$ cat src/rtl/uart_rx_if.sv
// Serial-line and received-byte signals of the 8N1 receiver.
interface uart_rx_if;
  logic       i_RxD;
  logic [7:0] o_Data;
  logic       o_Valid;
  logic       o_Frame_Err;
  logic       o_Busy;

  modport master (
    input  i_RxD,
    output o_Data,
    output o_Valid,
    output o_Frame_Err,
    output o_Busy
  );

  modport slave (
    output i_RxD,
    input  o_Data,
    input  o_Valid,
    input  o_Frame_Err,
    input  o_Busy
  );
endinterface

$ cat src/rtl/uart_rx.sv
// 8N1 UART receiver: 2-flop synchronised line, single mid-bit sample, one-cycle o_Valid / o_Frame_Err strobes.
// Strobe ~2 + HALF_BIT + 9*CLKS_PER_BIT cycles after the start edge; no backpressure, the consumer must take each strobe.
module uart_rx #(
  parameter int CLKS_PER_BIT = 10417
) (
  input  logic      i_Clk,
  input  logic      i_Rst_n,
  uart_rx_if.master u_if
);

  localparam int HALF_BIT = CLKS_PER_BIT / 2;
  localparam int CW       = $clog2(CLKS_PER_BIT);
  localparam logic [CW-1:0] BIT_TC  = CW'(CLKS_PER_BIT - 1);
  localparam logic [CW-1:0] HALF_TC = CW'(HALF_BIT - 1);

  typedef enum logic [1:0] {
    S_IDLE  = 2'd0,
    S_START = 2'd1,
    S_DATA  = 2'd2,
    S_STOP  = 2'd3
  } state_t;

  state_t        r_state;
  state_t        w_state_nxt;
  logic          r_rx_meta;
  logic          r_rx_s;
  logic [CW-1:0] r_cnt;
  logic [2:0]    r_bit_idx;
  logic [7:0]    r_shift;
  logic          r_armed;
  logic [7:0]    r_data;
  logic          r_valid;
  logic          r_ferr;

  logic          w_cnt_clr;
  logic          w_shift_en;
  logic          w_stop_ok;
  logic          w_stop_bad;

  always_ff @(posedge i_Clk or negedge i_Rst_n) begin
    if (!i_Rst_n) begin
      r_state <= S_IDLE;
    end else begin
      r_state <= w_state_nxt;
    end
  end

  always_comb begin
    w_state_nxt = r_state;
    w_cnt_clr   = 1'b0;
    w_shift_en  = 1'b0;
    w_stop_ok   = 1'b0;
    w_stop_bad  = 1'b0;
    case (r_state)
      S_IDLE: begin
        w_cnt_clr = 1'b1;
        if (r_armed && !r_rx_s) begin
          w_state_nxt = S_START;
        end
      end
      S_START: begin
        // A line that is high again at mid-start was a glitch, not a frame.
        if (r_cnt == HALF_TC) begin
          w_cnt_clr   = 1'b1;
          w_state_nxt = r_rx_s ? S_IDLE : S_DATA;
        end
      end
      S_DATA: begin
        if (r_cnt == BIT_TC) begin
          w_cnt_clr  = 1'b1;
          w_shift_en = 1'b1;
          if (r_bit_idx == 3'd7) begin
            w_state_nxt = S_STOP;
          end
        end
      end
      S_STOP: begin
        // Leave at mid-stop so a start edge half a bit later is still caught.
        if (r_cnt == BIT_TC) begin
          w_cnt_clr   = 1'b1;
          w_state_nxt = S_IDLE;
          w_stop_ok   = r_rx_s;
          w_stop_bad  = !r_rx_s;
        end
      end
      default: begin
        w_state_nxt = S_IDLE;
      end
    endcase
  end

  always_ff @(posedge i_Clk or negedge i_Rst_n) begin
    if (!i_Rst_n) begin
      r_rx_meta <= 1'b1;
      r_rx_s    <= 1'b1;
      r_cnt     <= '0;
      r_bit_idx <= 3'd0;
      r_shift   <= 8'h00;
      r_armed   <= 1'b0;
      r_data    <= 8'h00;
      r_valid   <= 1'b0;
      r_ferr    <= 1'b0;
    end else begin
      r_rx_meta <= u_if.i_RxD;
      r_rx_s    <= r_rx_meta;
      r_cnt     <= w_cnt_clr ? '0 : r_cnt + CW'(1);

      if (r_state == S_START) begin
        r_bit_idx <= 3'd0;
      end else if (w_shift_en) begin
        r_bit_idx <= r_bit_idx + 3'd1;
      end

      if (w_shift_en) begin
        r_shift <= {r_rx_s, r_shift[7:1]};
      end

      // A break (stop bit low) must release before the next frame can start.
      if (w_stop_bad) begin
        r_armed <= 1'b0;
      end else if (r_state == S_IDLE && r_rx_s) begin
        r_armed <= 1'b1;
      end

      r_valid <= w_stop_ok;
      r_ferr  <= w_stop_bad;
      if (w_stop_ok) begin
        r_data <= r_shift;
      end
    end
  end

  assign u_if.o_Data      = r_data;
  assign u_if.o_Valid     = r_valid;
  assign u_if.o_Frame_Err = r_ferr;
  assign u_if.o_Busy      = (r_state != S_IDLE);

endmodule

$ cat src/flat_wrapper.sv
// flat-port wrapper written by rule: the top's interface ports become plain ports
module uart_rx_flat 
#(
  parameter int CLKS_PER_BIT = 10417
)
  (i_Clk, i_Rst_n, u_if_i_RxD, u_if_o_Data, u_if_o_Valid, u_if_o_Frame_Err, u_if_o_Busy);
  uart_rx_if u_if_i ();
  input  logic i_Clk;
  input  logic i_Rst_n;
  input wire logic [$bits(u_if_i.i_RxD)-1:0] u_if_i_RxD;
  output wire logic [$bits(u_if_i.o_Data)-1:0] u_if_o_Data;
  output wire logic [$bits(u_if_i.o_Valid)-1:0] u_if_o_Valid;
  output wire logic [$bits(u_if_i.o_Frame_Err)-1:0] u_if_o_Frame_Err;
  output wire logic [$bits(u_if_i.o_Busy)-1:0] u_if_o_Busy;
  assign u_if_i.i_RxD = u_if_i_RxD;
  assign u_if_o_Data = u_if_i.o_Data;
  assign u_if_o_Valid = u_if_i.o_Valid;
  assign u_if_o_Frame_Err = u_if_i.o_Frame_Err;
  assign u_if_o_Busy = u_if_i.o_Busy;
  uart_rx #(.CLKS_PER_BIT(CLKS_PER_BIT)) u_core (.i_Clk(i_Clk), .i_Rst_n(i_Rst_n), .u_if(u_if_i));
endmodule
$ cat config.mk
export PLATFORM = sky130hd
export DESIGN_NAME = uart_rx_flat
export DESIGN_NICKNAME = d
export VERILOG_FILES = /design/src/rtl/uart_rx_if.sv /design/src/rtl/uart_rx.sv /design/src/flat_wrapper.sv
export SDC_FILE = /design/constraint.sdc
export NUM_CORES = 1
export LEC_CHECK = 0
export CORE_ASPECT_RATIO = 1.2
export CORE_MARGIN = 2
export CORE_UTILIZATION = 35
export CTS_BUF_LIST = sky130_fd_sc_hd__clkbuf_4 sky130_fd_sc_hd__clkbuf_8
export DETAILED_ROUTE_END_ITERATION = 16
export REMOVE_ABC_BUFFERS = 1
export SLEW_MARGIN = 20
export SYNTH_ARGS = -nofsm -noshare
export SYNTH_HDL_FRONTEND = slang
export SYNTH_SLANG_ARGS = --single-unit
$ cat constraint.sdc
create_clock -name i_Clk -period 2.05 [get_ports i_Clk]
set_clock_uncertainty 0.1 [all_clocks]
set_input_delay 0.3075 -clock i_Clk [delete_from_list [all_inputs] [get_ports i_Clk]]
set_output_delay 0.3075 -clock i_Clk [all_outputs]
set_load 0.03 [all_outputs]
# --- Word-level counts from Yosys, hierarchy flattened ---
# Index checks and enable logic that the tools add are counted.
totals:
  elab_cells: 52
  in_bits: 3
  regBits: 40
  out_inout_bits: 11
classes:
  reduce_logical: 9
  n_mux: 20
  n_eq_ne: 11
  add_sub_neg: 2
ops:
  columns: ["operator", "count"]
  rows:
  - ["14-bit by 1-bit adder with 14-bit output, second input constant", 1]
  - ["14-bit by 13-bit == test with 1-bit output, second input constant", 1]
  - ["14-bit == test, second input constant", 1]
  - ["14-bit two-way mux", 1]
  - ["2-bit two-way mux", 6]
  - ["2-bit by 1-bit != test with 1-bit output, second input constant", 5]
  - ["1-bit two-way mux", 9]
  - ["2-bit case mux with 4 select lines", 1]
  - ["3-bit two-way mux", 2]
  - ["2-bit nonzero test", 3]
  - ["5-bit AND reduction", 1]
  - ["2-bit == test, second input constant", 2]
  - ["3-bit by 1-bit adder with 3-bit output, second input constant", 1]
  - ["3-bit == test, second input constant", 1]
  - ["1-bit case mux with 3 select lines", 1]
  - ["2-bit by 1-bit == test with 1-bit output, second input constant", 1]
  - ["1-bit logical AND", 2]
  - ["2-bit zero test", 1]
  - ["2-bit OR reduction", 1]
  - ["1-bit zero test", 1]

# --- Longest topological paths before layout ---
# Gate-level depths: netlist (run 1).
depth:
  word_depth: 5
  mapped_depth: 7
  mapped_depth_nobuf: 6

# --- Worst setup path before layout (run 1) ---
# No wires, ideal clock.
synth_timing:
  path_type: "flip-flop to flip-flop"
  start: "reg u_core.r_cnt[9]"
  end: "reg u_core.r_data[0], in the netlist u_core.u_if.o_Data[0]"
  synth_period_minus_slack_ns: 2.069
  slack_ns: -0.019
  n_path_buf: 0
  setup_ns: 0.125
  path_stages_with_launch: 5
  arrival_ns: 1.844
  t_required_ns: 1.825
  path_cell_list: "dfrtp_1 > or4b_4 > nor4_4 > nand4_4 > mux2_2"
synth_between:
  elab_chain_cells: 3
synth_rtl:
  columns: ["item", "line_no", "text"]
  rows:
  - ["from (decl)", "uart_rx.sv:27", "logic [CW-1:0] r_cnt;"]
  - ["from (signal assigned)", "uart_rx.sv:106", "r_cnt <= w_cnt_clr ? '0 : r_cnt + CW'(1);"]
  - ["14-bit == test", "uart_rx.sv:79", "if (r_cnt == BIT_TC) begin"]
  - ["1-bit two-way mux", "uart_rx.sv:79", null]
  - ["1-bit two-way mux", "uart_rx.sv:54", "case (r_state)"]
  - ["to (signal assigned)", "uart_rx.sv:128", "r_data <= r_shift;"]
  - ["to (decl)", "uart_rx.sv:31", "logic [7:0] r_data;"]
# Every way passes these cells.
# A chain may end at the register's enable or synchronous reset.

# --- Worst setup path in the final report (run 1) ---
layout_timing:
  start: "reg u_core.r_cnt[8]"
  end: "reg u_core.r_data[2], in the netlist u_core.u_if.o_Data[2]"
# Same word-level chain as after synthesis.

==> impl_results.md, run 1 <==
- Area growth syn-to-layout: 24.8%
- Crit-path cells: or4b_4 -> nor4_4 -> buf_4 -> nand4_4 -> mux2_4
- Top_reg_cell synth: dfrtp_1
- Slowest CP cell: or4b_4
- Compound-gate portion of the synthesized area: 3.48%
- Static leakage: 1.03 nW
- Maximum operating frequency: 501 MHz
- Num ports: 14
- WL/cell: 12.8 um
- Post-layout minimum cycle time: 2000 ps
- Final period util: 97.4%
- Max-slew violations: 0
- Grt met3 use: 3.64%
- Post-synth EDFFs: 0
- Fin nets: 198
- Drt pass-1 iters: 4
- TritonCTS clock tree: done
- DR iter-0 viols: 134
- Die area: 5720 sq um
- Post-Synth XOR/XNOR Area: 5.85%
- Ant diodes: 0
- Initial core utilization: 36.4%
- Register area share after synthesis: 55.8%
- DRT Wirelength: 3.22 mm
- Top Usage Layer GRT: met2
- Status: finished, final reports clean
- Net Switching: 0.463 mW
- Proportion of synthesized area in mux cells: 10.0%
- Synth Area in Simple Gates: 19.4%
- Switching Fraction: 26.8%
- CTS buffer count: 5
- Area of placed instances: 2110 sq um
- Global placement routability congestion: 0.829
- Syn avg cell area: 11.6 sq um
- PnR worst setup slack: 53.9 ps
- Setup crit end kind: register
- Die span in y: 82.5 um
- Layout cell share with drive strength beyond 1: 27.1%
- Yosys top cell by area: dfrtp_1
- Seq pwr share: 50.9%
- GR Layer Usage met1: 14.2%
- Clock power share: 30.6%
- Slowest stage delay, CP: 560 ps
- First-pass GRT wire length: 5.55 mm
- Count of cell types in the netlist: 33
- Vias per inst: 4.87
- Bufs and invs on worst path: 1
- RSZ-0062 raised after global routing: true
- CTS root buf: clkbuf_8
- Post-place setup slack: -79.8 ps
- Combinational family with the most area after synthesis: simple AND/OR/NAND/NOR gates
- Synth Warn #: 0
- Row cnt: 28
- Largest net degree at the start of global routing: 41
- Antenna-violating nets left: 0
- Least-Margin Pin Slew: 484 ps
- Seq cells post-synth: 40
- Core box area: 4940 sq um
- Synth area leaders: dfrtp_1, mux2_2, xnor2_1
- Post-Synthesis Cells: 155
- Hold Vio Cnt, Final: 0
- Crit Path Class: reg2reg
- CP Data Required Time: 2120 ps
- Worst setup SP type: register
- Yosys top cell area share: 52.9%
- Via count: 1228
- CTS Sinks: 40
- Worst EP arrival: 2070 ps
- H-tree depth: 2
- DPL Wire Length: 2.30 mm
- Critical path peak fanout: 8
- Combinational share of power: 18.5%
- Maxcap violations: 0
- Initial antenna violation count: 0
- # DRC: 0
- Hold/Removal Path Class: reg2reg
- Clk_lat worst skew: 280 ps
- Post-synthesis adder-cell area fraction: 2.79%
- Vias in the first global route: 1238
- Syn Std Cell Area: 1800 sq um
- Port buffer count: 13
- Reg clk slew, reported paths: 70 ps
- Slew HR: 67.7%
- Worst ir drop on vdd: 0.467 mV
- Power Internal: 1.27 mW
- CTS Buffer Depth: 2
- Global Route Usage Sum: 12.4%
- Top Family by Delay on Critical Path: simple AND/OR/NAND/NOR gates
- Setup violators final: 0
- Die Width: 69.4 um
- Post-route cell area: 2240 sq um
- Grt ovf: 0
- Ys async rst share: 100%
- PD cells: 771 nW/um^2
- GR Util met2: 22.0%
cell usage after synthesis, types with 3 or more instances:
| library cell | instances |
|---|---|
| nand2_1 | 9 |
| o21ai_0 | 3 |
| xnor2_1 | 11 |
| nor4_1 | 4 |
| mux2_2 | 16 |
| ha_1 | 4 |
| inv_1 | 8 |
| nor2_1 | 23 |
| o211ai_1 | 3 |
| dfrtp_1 | 38 |
| nand3_1 | 7 |
path summary, 6_finish.rpt:
kind / slack, ps / endpoint / depth (start not counted) / from
worst max-delay path: 50 / u_core.u_if.o_Data[2] / 5 / u_core.r_cnt[8]
min in group asynchronous: 510 / u_core.r_bit_idx[0] / 3 / i_Rst_n
worst min-delay path: 260 / u_core.r_rx_s / 0 / u_core.r_rx_meta
max in group asynchronous: 990 / u_core.r_rx_meta / 3 / i_Rst_n
worst min register to register: 260 / u_core.r_rx_s / 0 / u_core.r_rx_meta
worst max register to register: 50 / u_core.u_if.o_Data[2] / 5 / u_core.r_cnt[8]
area by class of cell:
class,instances,area [sq um]
tap,60,75.1
timing repair buffer,32,283
fill,454,2700
inverter,8,30.0
clock inverter,2,10.0
multi-input combinational,104,757
clock buffer,6,82.6
sequential,40,1000
routing by layer:
| layer | vias up | routed length [um] | share of wire (%) |
|---|---|---|---|
| met4 | 0 | 17 | 0.53 |
| li1 | 605 | - | - |
| met1 | 599 | 1490 | 46 |
| met5 | - | 0 | 0 |
| met2 | 22 | 1620 | 50 |
| met3 | 2 | 87 | 2.7 |
power by group through the flow:
| stage | logic (mW) | registers [mW] | clock network [mW] |
|---|---|---|---|
| after global placement | 0.295 | 0.891 | 0 |
| after detailed placement | 0.303 | 0.896 | 0 |
| after floorplan | 0.151 | 0.908 | 0 |
| after CTS | 0.308 | 0.881 | 0.551 |
| final | 0.320 | 0.880 | 0.528 |
| after global routing | 0.367 | 0.884 | 0.585 |
placed cells by master, fill, tap and decap left out, types with 2 or more instances in the layout:
cell type         n
a21oi_1           2
and3_1            2
buf_4            17
clkbuf_8          6
clkdlybuf4s50_1  12
clkinv_2          2
dfrtp_1          37
dfstp_2           2
ha_1              4
inv_1             8
mux2_2           15
nand2_1           9
nand3_1           7
nand3b_1          2
nand4_1           2
nand4b_1          2
nor2_1           23
nor3_1            2
nor4_1            3
o211ai_1          3
o21ai_0           3
xnor2_1          11
worst reg2reg max path: cells and delay by family (launching register included):
family | cells | cell delay [ps]
AND/OR/NAND/NOR | 3 | 880
multiplexers | 1 | 350
buffers and inverters | 1 | 170
flip-flops | 1 | 380
state kept, by name, indices dropped and copies added, names as in the netlist, named ones only:
signal and count:
u_core.r_cnt 14, u_core.r_shift 8, u_core.u_if.o_Data 8, u_core.r_bit_idx 3, u_core.r_armed 1, u_core.r_rx_meta 1
u_core.r_rx_s 1, u_core.r_state 1, u_core.u_if.o_Frame_Err 1, u_core.u_if.o_Valid 1
timing repair:
item                                    in CTS  in global routing
hold buffers                                 1                  0
endpoints found under the setup margin      31                  1
gates resized for setup                      3                  0
cloned                                       0                  0
pin swaps                                    2                  0
hold endpoints to repair                    38                  0
setup buffers                                2                  1
per-stage QoR:
stage	hold WS [ps]	std cells	util [%]	setup TNS (ps)	power, mW
final	257	252	45.4	0	1.73
after global routing	262	252	45.4	-7.68	1.84
after CTS	258	251	45.2	0	1.74
after detailed placement	247	240	42.6	-789	1.20
after global placement	247	240	42.6	-235	1.19
after floorplan	-88.1	152	-	-7200	1.06
kinds of logic after synthesis:
kind of cell | after synthesis
flops | 40
simple gates | 62
mux | 16
xor+xnor | 12
compound gates | 10
fa+ha+maj | 4
buf+inv | 11
No activity file was read; power rests on OpenSTA's default activity.
==> inputs of run 2 (changes only) <==
--- a/config.mk
+++ b/config.mk
@@ -9,6 +9,7 @@
 export CORE_MARGIN = 2
 export CORE_UTILIZATION = 35
 export CTS_BUF_LIST = sky130_fd_sc_hd__clkbuf_4 sky130_fd_sc_hd__clkbuf_8
+export CTS_CLUSTER_SIZE = 8
 export DETAILED_ROUTE_END_ITERATION = 16
 export REMOVE_ABC_BUFFERS = 1
 export SLEW_MARGIN = 20
==> results of run 2 <==
The final DEF is identical to that of run 1; final timing and power are the same.
